$ cat src/rtl/ifq_pkg.sv
// ifq_pkg: shared widths, FIFO entry type and request-FSM encoding for the instruction-fetch queue.
// Rev 1.0
`default_nettype none

package ifq_pkg;

  localparam int ADDR_W        = 8;
  localparam int INSTR_W       = 16;
  localparam int DEPTH_DEFAULT = 4;

  typedef struct packed {
    logic [ADDR_W-1:0]  addr;
    logic [INSTR_W-1:0] instr;
  } entry_t;

  typedef enum logic [1:0] {
    ST_IDLE = 2'd0,
    ST_REQ  = 2'd1,
    ST_DROP = 2'd2
  } state_t;

endpackage

`default_nettype wire

$ cat src/rtl/ifq_fifo.sv
// ifq_fifo: power-of-two circular buffer of {addr, instr} entries with push/pop/flush and occupancy count.
// Rev 1.0
`default_nettype none

module ifq_fifo
  import ifq_pkg::*;
#(
  parameter int DEPTH = DEPTH_DEFAULT
) (
  input  logic                     clk,
  input  logic                     reset,
  input  logic                     push,
  input  logic                     pop,
  input  logic                     flush,
  input  entry_t                   wr_data,
  output entry_t                   head,
  output logic [$clog2(DEPTH):0]   count
);

  localparam int PTR_W = $clog2(DEPTH);
  localparam int CNT_W = PTR_W + 1;

  entry_t            store [DEPTH];
  logic [PTR_W-1:0]  rd_ptr;
  logic [PTR_W-1:0]  wr_ptr;

  always_ff @(posedge clk or negedge reset) begin
    if (!reset) begin
      rd_ptr <= '0;
      wr_ptr <= '0;
      count  <= '0;
    end else if (flush) begin
      rd_ptr <= '0;
      wr_ptr <= '0;
      count  <= '0;
    end else begin
      if (push) wr_ptr <= wr_ptr + PTR_W'(1);
      if (pop)  rd_ptr <= rd_ptr + PTR_W'(1);
      count <= count + CNT_W'(push) - CNT_W'(pop);
    end
  end

  // Storage needs no reset: head is only consumed while count is non-zero.
  always_ff @(posedge clk) begin
    if (push && !flush) store[wr_ptr] <= wr_data;
  end

  assign head = store[rd_ptr];

endmodule

`default_nettype wire

$ cat src/rtl/ifetch_queue.sv
// ifetch_queue: prefetch FIFO feeding the core's ir, with PC-compare redirect and single-outstanding fetch.
// Rev 1.0 -- define IFQ_BYPASS_EN to forward mem_rdata straight to ir on an empty-queue hit.
`default_nettype none

module ifetch_queue
  import ifq_pkg::*;
#(
  parameter int DEPTH = DEPTH_DEFAULT
) (
  input  logic               clk,
  input  logic               reset,
  input  logic [ADDR_W-1:0]  pc,
  input  logic               ir_take,
  output logic [INSTR_W-1:0] ir,
  output logic               ir_valid,
  output logic               mem_req,
  output logic [ADDR_W-1:0]  mem_addr,
  input  logic               mem_ack,
  input  logic [INSTR_W-1:0] mem_rdata
);

  localparam int CNT_W = $clog2(DEPTH) + 1;

  state_t            state;
  state_t            state_n;
  logic [ADDR_W-1:0] fetch_addr;
  logic [ADDR_W-1:0] fetch_addr_n;
  logic [ADDR_W-1:0] redir_addr;
  logic [ADDR_W-1:0] redir_addr_n;
  logic              drop;
  logic              drop_n;
  logic [CNT_W-1:0]  count;
  logic [CNT_W-1:0]  count_n;
  entry_t            head;
  entry_t            wr_entry;
  logic [ADDR_W-1:0] exp_addr;
  logic              fifo_hit;
  logic              bypass_hit;
  logic              redirect;
  logic              accept;
  logic              push;
  logic              pop;

  always_ff @(posedge clk or negedge reset) begin
    if (!reset) begin
      state      <= ST_IDLE;
      fetch_addr <= '0;
      redir_addr <= '0;
    end else begin
      state      <= state_n;
      fetch_addr <= fetch_addr_n;
      redir_addr <= redir_addr_n;
    end
  end

  assign drop     = (state == ST_DROP);
  assign mem_req  = (state != ST_IDLE);
  assign mem_addr = fetch_addr;
  assign accept   = mem_req & mem_ack;

  assign exp_addr = (count != '0) ? head.addr : (drop ? redir_addr : fetch_addr);
  assign redirect = (pc != exp_addr);
  assign fifo_hit = (count != '0) && (pc == head.addr);
  assign pop      = fifo_hit & ir_take;

`ifdef IFQ_BYPASS_EN
  assign bypass_hit = (count == '0) && !drop && accept && (fetch_addr == pc);
`else
  assign bypass_hit = 1'b0;
`endif

  always_comb begin
    ir_valid = fifo_hit;
    ir       = fifo_hit ? head.instr : '0;
`ifdef IFQ_BYPASS_EN
    if (bypass_hit) begin
      ir_valid = 1'b1;
      ir       = mem_rdata;
    end
`endif
  end

  // The in-flight request is never retracted: a redirect without an ack
  // parks the new target in redir_addr until the stale word comes back.
  always_comb begin
    fetch_addr_n = fetch_addr;
    redir_addr_n = redir_addr;
    drop_n       = drop;
    push         = 1'b0;
    if (accept) begin
      drop_n = 1'b0;
      if (redirect) begin
        fetch_addr_n = pc;
      end else if (drop) begin
        fetch_addr_n = redir_addr;
      end else begin
        push         = ~(bypass_hit & ir_take);
        fetch_addr_n = fetch_addr + ADDR_W'(1);
      end
    end else if (redirect) begin
      if (mem_req) begin
        drop_n       = 1'b1;
        redir_addr_n = pc;
      end else begin
        fetch_addr_n = pc;
      end
    end

    count_n = redirect ? '0 : count + CNT_W'(push) - CNT_W'(pop);

    if (drop_n)                           state_n = ST_DROP;
    else if (count_n == CNT_W'(DEPTH))    state_n = ST_IDLE;
    else                                  state_n = ST_REQ;
  end

  assign wr_entry = '{addr: fetch_addr, instr: mem_rdata};

  ifq_fifo #(
    .DEPTH (DEPTH)
  ) u_fifo (
    .clk     (clk),
    .reset   (reset),
    .push    (push),
    .pop     (pop),
    .flush   (redirect),
    .wr_data (wr_entry),
    .head    (head),
    .count   (count)
  );

endmodule

`default_nettype wire

$ cat config.mk
export PLATFORM = sky130hd
export DESIGN_NAME = ifetch_queue
export DESIGN_NICKNAME = d
export VERILOG_FILES = /design/src/rtl/ifq_pkg.sv /design/src/rtl/ifq_fifo.sv /design/src/rtl/ifetch_queue.sv
export SDC_FILE = /design/constraint.sdc
export NUM_CORES = 1
export LEC_CHECK = 0
export BUFFER_PORTS_ARGS = -buffer_cell sky130_fd_sc_hd__buf_2
export CORE_MARGIN = 3
export CORE_UTILIZATION = 60
export CTS_BUF_LIST = sky130_fd_sc_hd__clkbuf_4
export DETAILED_ROUTE_END_ITERATION = 7
export GPL_TIMING_DRIVEN = 0
export PLACE_DENSITY = 0.82
export RECOVER_POWER = 100
export SLEW_MARGIN = 10
export SYNTH_ARGS = -nofsm -noshare
export SYNTH_HDL_FRONTEND = slang
export SYNTH_HIERARCHICAL = 1
export SYNTH_SLANG_ARGS = --single-unit
export TNS_END_PERCENT = 30
$ cat constraint.sdc
create_clock -name clk -period 6 [get_ports clk]
set_clock_uncertainty 0.15 [all_clocks]
set_input_delay 0.6 -clock clk [delete_from_list [all_inputs] [get_ports clk]]
set_output_delay 0.6 -clock clk [all_outputs]
set_load 0.05 [all_outputs]
==> metrics <==
outcome=completed; yosys warns=6; worst hold slack=a little under 0.2 ns; unrepaired setup endpoints after global routing=false; Setup TNS=0 ns; share of Yosys cell area claimed by the top area cell type=0.520; wire per inst=approximately 20 µm; grt total ovfl=0; largest net degree at the start of global routing=26; Slew @ Worst Pin=1.41 ns; worst skew pair latency=0.50 ns; Hold Fails Final Rpt=0; Antenna diodes=0; Worst setup SP type=flip-flop; die area=10400 µm²; syn nets=386; routed vias=3264; Max rail drop VDD=between 0.15 and 0.2 mV; # fillers=644; Syn-to-layout area delta=10.5%; arrival time worst endpoint=between 5 and 6 ns; cell taking the most area after synthesis=edfxtp_1; maximum clock rate=0.189 GHz; CTS tree=built; Via density=6.03; number of synthesized flops with an enable pin=96; Final min period=about 5.3 ns; max-slew violation count=0; final cycle utilization of the critical path=0.880; max-cap viol count=0; Power Density=roughly 260 nW/µm²; count of different cell masters after synthesis=53; FFs w/ async S/R, synth=0.207; starting density of the core=0.626; Port Buffer Count=53; HP Class=in2reg; layout cells sized above 1=0.192; Main synth FF type=edfxtp_1; initial antenna violation count=0; Cells after Synth=between 300 and 400; Slew Limit Headroom=0.0629; Synth area leaders=edfxtp_1, dfrtp_1, mux4_2; DRT iter0 DRCs=207; Pre-antenna DRT Iters=7; multi-input logic area=1840 µm²; Post-DRT Antenna Nets=0; post_cts resized=0; Max Root-Sink Buffers=2; FF+latch count, synth=121; synth cell count leaders=edfxtp_1, dfrtp_1, and2_1; CTS Sinks=121; FF/Latch Area=~3500 µm²; gr usage total=0.227; Worst EP required=5.96 ns; post-CTS setup buffer count=0; root buf cell=clkbuf_4; Setup crit end kind=flip-flop; row cnt=34; Avg Inst Size Synth=16.0 µm²; vias in the first global route=approximately 3.4k; Reg clk slew, reported paths=0.11 ns; Max FO, Critical Path=24; core area=8850 µm²; Setup Viol. Count Final=0; CTS buffer count=17; Die Ht=102 µm; critical path type=reg2reg; first-pass GRT wire length=approximately 17000 µm; Final nets=between 400 and 500; Lkg Pwr=2.18 nW; hpwl dp=7270 µm; drt drc=0; placer congestion estimate=0.982; Die X=102 µm; I/O pin count=between 50 and 60; sequential share of the synthesized area=0.633; cts hold-fix bufs=1; Clock H-tree levels=4; leading cell type by number of instances after synthesis=edfxtp_1; drt total wl=10700 µm; Synth Cell Area=about 5500 µm²
stage by stage:
stage               setup slack, ns  area [µm²]  power (W)  instances  utilization
floorplan                      1.37        5540    0.00107        347            -
global placement              0.707        5940    0.00112        508        0.671
detailed placement            0.884        5950    0.00112        508        0.672
CTS                           0.860        6190    0.00160        541        0.700
global route                  0.325        6120    0.00165        541        0.692
finish                        0.720        6120    0.00158        541        0.692
worst paths after layout:
check                                 startpoint                  end  slack, ns  cells after the start
worst min-delay path                mem_rdata[8]   u_fifo/store[2][8]       0.20                      1
min in group asynchronous                  reset          mem_addr[1]       0.80                      2
worst max-delay path            u_fifo/rd_ptr[0]  u_fifo/store[2][17]       0.72                     14
max in group asynchronous                  reset        redir_addr[2]       4.07                      2
worst max register to register  u_fifo/rd_ptr[0]  u_fifo/store[2][17]       0.72                     14
worst min register to register     redir_addr[7]        redir_addr[7]       0.37                      1
final cells by class:
| type | count | share of cell area |
|---|---|---|
| Sequential cell | 121 | 0.573 |
| Multi-Input combinational cell | 195 | 0.301 |
| Timing Repair Buffer | 54 | 0.0362 |
| Clock buffer | 18 | 0.0221 |
| Tap cell | 108 | 0.0221 |
| Buffer | 13 | 0.0184 |
| Clock inverter | 14 | 0.0163 |
| Inverter | 18 | 0.0110 |
where the power goes:
group          internal (W)  switching [W]  leakage (nW)  total, W
registers          0.000927      0.0000299          1.17  0.000956
clock network      0.000170       0.000309         0.121  0.000479
logic             0.0000549      0.0000915         0.888  0.000146
state kept, by name (all words and copies together) (netlist names):
name,count
u_fifo/store,96
redir_addr,8
mem_addr,8
u_fifo/count,3
u_fifo/wr_ptr,2
u_fifo/rd_ptr,2
state,2
layer usage:
metal / vias up / global-route usage / routed length (µm)
li1: 1490 / - / -
met1: 1642 / 0.305 / 4510
met2: 117 / 0.367 / 5340
met3: 15 / 0.0628 / 717
met4: 0 / 0.0716 / 143
met5: - / 0 / 0
critical path, stage by stage (launching register included):
cell and delay [ns]:
dfrtp_1 0.35, buf_6 0.17, buf_12 0.16, mux4_2 0.52, xnor2_1 0.19, nand2_1 0.11
a2111oi_0 0.38, a31oi_1 0.06, and4b_1 0.29, clkbuf_1 0.33, buf_6 0.21, inv_1 0.15
nor3_1 0.50, nor2b_1 0.27, and2_1 1.03
placed cells by master, fill, tap and decap left out, types with 3 or more instances in the layout:
cell type   instances
nand2_1            10
clkinvlp_4          4
mux4_2             17
nor2_1             14
o21ai_0             4
inv_1              18
mux4_1              7
buf_6               3
inv_6               4
nor2b_1             8
nand2b_1            3
mux2i_1             6
nor3_1              8
nand3_1             5
o221a_2             3
clkbuf_4           18
a21oi_1            10
ha_1                9
buf_2              14
xnor2_1            12
nand4_1             5
o22ai_1             5
xor2_1              7
and2_1             21
mux2_2              8
clkbuf_1           46
edfxtp_1           96
dfrtp_1            25
cell families (layout without fill, tap and decap cells):
logic type	Yosys count	after routing	synth area share
AND/OR/NAND/NOR	86	86	0.0886
XOR/XNOR	20	20	0.0341
buffers and inverters	31	117	0.0339
AO/OA/AOI/OAI	40	40	0.0531
flip-flops	121	121	0.633
adder cells (fa/ha/maj)	11	11	0.0276
multiplexers	38	38	0.129
Power figures use the tool's default switching activity.
